<file path="config.mk">
export PLATFORM = sky130hd
export DESIGN_NAME = keypad_scanner
export DESIGN_NICKNAME = d
export VERILOG_FILES = /design/src/rtl/keypad_scanner.sv
export SDC_FILE = /design/constraint.sdc
export NUM_CORES = 1
export LEC_CHECK = 0
export ABC_CLOCK_PERIOD_IN_PS = 2080
export CAP_MARGIN = 15
export CORE_AREA = 4 4 83 85
export CTS_CLUSTER_DIAMETER = 30
export DETAILED_ROUTE_END_ITERATION = 10
export DIE_AREA = 0 0 87 89
export PLACE_DENSITY = 0.67
export SLEW_MARGIN = 20
export SYNTH_ARGS = -nofsm -noshare
export SYNTH_HDL_FRONTEND = slang
export SYNTH_SLANG_ARGS = --single-unit
</file>
<file path="constraint.sdc">
create_clock -name clk -period 2.08 [get_ports clk]
set_input_delay 0.416 -clock clk [delete_from_list [all_inputs] [get_ports clk]]
set_output_delay 0.416 -clock clk [all_outputs]
set_load 0.05 [all_outputs]
</file>
<file path="src/rtl/keypad_scanner.sv">
// keypad_scanner: column scanner for a 4x4 Pmod KYPD with slot-rate debounce and valid/ready key output.
// Revision 1.0 - initial release.
`default_nettype none

module keypad_scanner #(
  parameter int SCAN_DIV   = 100000,
  parameter int DEBOUNCE_N = 10
) (
  input  logic       clk,
  input  logic       rstn,
  output logic [3:0] o_col,
  input  logic [3:0] i_row,
  output logic [3:0] o_key,
  output logic       o_valid,
  input  logic       i_ready,
  output logic       o_pressed,
  output logic       o_overrun
);

  localparam int SLOT_W = $clog2(SCAN_DIV);
  localparam int DB_W   = $clog2(DEBOUNCE_N + 1);
  localparam logic [SLOT_W-1:0] SLOT_LAST = SLOT_W'(SCAN_DIV - 1);
  localparam logic [DB_W-1:0]   DB_DONE   = DB_W'(DEBOUNCE_N);
  localparam logic [DB_W-1:0]   DB_REL    = DB_W'(DEBOUNCE_N - 1);

  typedef enum logic [1:0] {
    SCAN     = 2'd0,
    DEBOUNCE = 2'd1,
    HELD     = 2'd2,
    RELEASE  = 2'd3
  } state_t;

  state_t            state;
  logic [3:0]        sync1;
  logic [3:0]        rs;
  logic [SLOT_W-1:0] slot;
  logic [DB_W-1:0]   db_cnt;
  logic [1:0]        lat_row;
  logic [1:0]        lat_col;
  logic [1:0]        low_row;
  logic              sample;
  logic              any_low;
  logic              row_low;

  function automatic logic [3:0] key_of(input logic [1:0] r, input logic [1:0] c);
    logic [3:0] k;
    case ({r, c})
      4'h0: k = 4'h1;  4'h1: k = 4'h2;  4'h2: k = 4'h3;  4'h3: k = 4'hA;
      4'h4: k = 4'h4;  4'h5: k = 4'h5;  4'h6: k = 4'h6;  4'h7: k = 4'hB;
      4'h8: k = 4'h7;  4'h9: k = 4'h8;  4'hA: k = 4'h9;  4'hB: k = 4'hC;
      4'hC: k = 4'h0;  4'hD: k = 4'hF;  4'hE: k = 4'hE;  default: k = 4'hD;
    endcase
    return k;
  endfunction

  function automatic logic [1:0] col_index(input logic [3:0] col_n);
    logic [1:0] idx;
    case (col_n)
      4'b1101: idx = 2'd1;
      4'b1011: idx = 2'd2;
      4'b0111: idx = 2'd3;
      default: idx = 2'd0;
    endcase
    return idx;
  endfunction

  assign sample  = (slot == SLOT_LAST);
  assign any_low = ~&rs;
  assign row_low = ~rs[lat_row];

  // Lowest-indexed low row wins when several rows are pressed together.
  always_comb begin
    low_row = 2'd3;
    if (!rs[0])      low_row = 2'd0;
    else if (!rs[1]) low_row = 2'd1;
    else if (!rs[2]) low_row = 2'd2;
  end

  always_ff @(posedge clk) begin
    if (!rstn) begin
      state     <= SCAN;
      sync1     <= 4'b1111;
      rs        <= 4'b1111;
      slot      <= '0;
      db_cnt    <= '0;
      lat_row   <= 2'd0;
      lat_col   <= 2'd0;
      o_col     <= 4'b1110;
      o_key     <= 4'h0;
      o_valid   <= 1'b0;
      o_pressed <= 1'b0;
      o_overrun <= 1'b0;
    end else begin
      sync1     <= i_row;
      rs        <= sync1;
      slot      <= sample ? '0 : slot + 1'b1;
      o_overrun <= 1'b0;
      if (o_valid && i_ready) o_valid <= 1'b0;

      case (state)
        SCAN: begin
          if (sample) begin
            if (any_low) begin
              lat_row <= low_row;
              lat_col <= col_index(o_col);
              db_cnt  <= '0;
              state   <= DEBOUNCE;
            end else begin
              o_col <= {o_col[2:0], o_col[3]};
            end
          end
        end

        DEBOUNCE: begin
          // A load overrides the accept clear above, so a same-cycle accept keeps o_valid high.
          if (db_cnt == DB_DONE) begin
            state     <= HELD;
            o_key     <= key_of(lat_row, lat_col);
            o_valid   <= 1'b1;
            o_pressed <= 1'b1;
            o_overrun <= o_valid && !i_ready;
          end else if (sample) begin
            if (row_low) begin
              db_cnt <= db_cnt + 1'b1;
            end else begin
              state <= SCAN;
              o_col <= {o_col[2:0], o_col[3]};
            end
          end
        end

        HELD: begin
          if (sample && !row_low) begin
            db_cnt <= '0;
            state  <= RELEASE;
          end
        end

        RELEASE: begin
          if (sample) begin
            if (row_low) begin
              state <= HELD;
            end else if (db_cnt == DB_REL) begin
              state     <= SCAN;
              o_col     <= {o_col[2:0], o_col[3]};
              o_pressed <= 1'b0;
            end else begin
              db_cnt <= db_cnt + 1'b1;
            end
          end
        end

        default: state <= SCAN;
      endcase
    end
  end

endmodule

`default_nettype wire
</file>
==> metrics <==
status=finished clean; number of diodes=0; worst path bufs/invs=1; htree depth=2; Reg area=921 um^2; FMAX=506 MHz; Hold Crit Class=reg -> reg; die height=89 um; Root Buffer=clkbuf_8; DP Cell Count=335; Final Hold Vio Count=0; Fin Clk Skew=0.0103 ns; Post-synth EDFFs=0; Final setup viols=0; most common cell after layout, fill and taps aside=dfxtp_1; Overflow after GRT=0; Filler Cells Inserted=602; # IOs=18; Final Slew Violations=0; Yosys top cell by area=dfxtp_1; Pwr Density=581 nW/um^2; Worst-path clk slew=0.09 ns; worst hold slack=0.413 ns; CTS tree=built; area grow syn2layout=14.6%; Worst EP arrival=1.56 ns; largest net degree at the start of global routing=17; worst-skew pair later-pin latency=0.30 ns; final WL=4160 um; Cell variety after synth=51; Initial Utilization=0.367; GRT Total Usage=0.113; synthesized area=2280 um^2; cts hold-fix bufs=0; post-layout util=0.421; CP delay by family, top=buffers and inverters; Sink Count=46; post-DP HPWL=3050 um; wire length per cell=12.1 um; Pleak=0.000861 uW; Area contributors post-synth=dfxtp_1 (40%), nor2_1 (4.5%), ha_1 (3.8%); area of the multi-input gates=1240 um^2; critical path class=reg -> out; CP max stage cell=clkdlybuf4s50_1; net count after synthesis=260; Yosys reg bits=46; Data required, critical path=1.66 ns; TritonCTS buffer count=5; post-synth top area share=0.404; largest stage delay on the critical path=0.84 ns; fin crit share=0.950; First-pass DRT Iterations=4; vias in the first global route=1555; fin cells=344; Max clock buf depth=2; ys flop type=dfxtp_1; first-pass GRT wire length=6960 um; DIE WIDTH=87 um; gpl congestion=0.836; post-route ant nets=0; die area=7740 um^2; Max-Cap Viols=0; slew margin rel.=0.661; critical path capture point type=primary output; Post-Syn Area per Cell=9.26 um^2; yosys warns=0; core area=6200 um^2; worst vdd rail ir drop=0.310 mV; final worst path period need=1.98 ns; worst slew pin tran=0.508 ns; Crit Path Max Fanout=5; routed vias=1764; Port Buf Inserts=17; most frequent cells in the layout=dfxtp_1 (46), nor2_1 (27), clkdlybuf4s50_1 (16); Seq/Total Area, Yosys=0.404; ys async rst share=0; # DRC=0; DRT iter0 DRCs=113; share of layout cells above drive strength 1=0.105; critical path cell sequence=clkdlybuf4s50_1; Gate Count Post-Synth=246; nets@finish=280; row cnt=29; crit path launch type=register; antenna violations before repair=0; vias per inst=5.13
-- cells in the mapped netlist (3+ instances only) --
master	instances
a211oi_1	3
a21oi_1	9
a31oi_1	3
and4_1	3
and4bb_2	3
buf_6	3
clkbuf_1	3
dfxtp_1	46
ha_1	7
inv_1	10
mux2i_1	6
nand2_1	14
nand2b_1	12
nand3_1	15
nand4_1	10
nor2_1	27
nor3_1	8
o21ai_0	7
or3_1	7
xnor2_1	6
xor2_1	9
-- routing by layer --
layer / GRT usage / part of all wire
met1: 0.149 / 0.50
met2: 0.173 / 0.45
met3: 0.0258 / 0.029
met4: 0.0552 / 0.025
met5: 0 / 0
-- registers in the layout, indices dropped and copies added (netlist names) --
name / cells
rs: 4
o_valid: 1
slot: 17
state: 2
o_key: 4
sync1: 4
o_col: 4
db_cnt: 4
lat_row: 2
o_overrun: 1
lat_col: 2
o_pressed: 1
-- kinds of logic after synthesis --
| kind of cell | Yosys count | synth area share |
|---|---|---|
| compound gates | 32 | 0.0951 |
| mux | 9 | 0.0462 |
| xor+xnor | 15 | 0.0577 |
| flops | 46 | 0.404 |
| fa+ha+maj | 7 | 0.0385 |
| simple gates | 116 | 0.307 |
| buf+inv | 21 | 0.0516 |
-- where the power goes --
part	switching [uW]	internal (uW)	leakage (uW)
Clock	318	240	0.0000408
Sequential	7.23	892	0.000373
Combinational	29.1	29.9	0.000448
-- layout make-up --
| type | count | share of cell area |
|---|---|---|
| sequential | 46 | 0.353 |
| multi-input combinational | 179 | 0.476 |
| timing repair buffer | 23 | 0.0834 |
| tap | 77 | 0.0369 |
| clock buffer | 5 | 0.0264 |
| clock inverter | 3 | 0.00911 |
| inverter | 11 | 0.0158 |
-- stage by stage --
step                        TNS [ns]  cell area (um^2)  setup WS (ns)  total power (uW)
after floorplan                    0              2280          0.350               958
after global placement             0              2500          0.243               978
after detailed placement           0              2500          0.182               979
after CTS                          0              2600         0.0513              1540
after global routing      -0.0000424              2610     -0.0000424              1590
final                              0              2610          0.105              1520
-- path summary, 6_finish.rpt --
kind,from,to,slack (ns),cells past startpoint
min,sync1[2],rs[2],0.41,1
min reg2reg,sync1[2],rs[2],0.41,1
max,o_col[1],o_col[1],0.10,1
max reg2reg,slot[0],lat_col[1],0.17,6
-- what timing repair did --
item / CTS / global route
resized for setup: 0 / 2
setup endpoints to repair: 0 / 2
buffers inserted: 0 / 1
No activity file was read; power rests on OpenSTA's default activity.
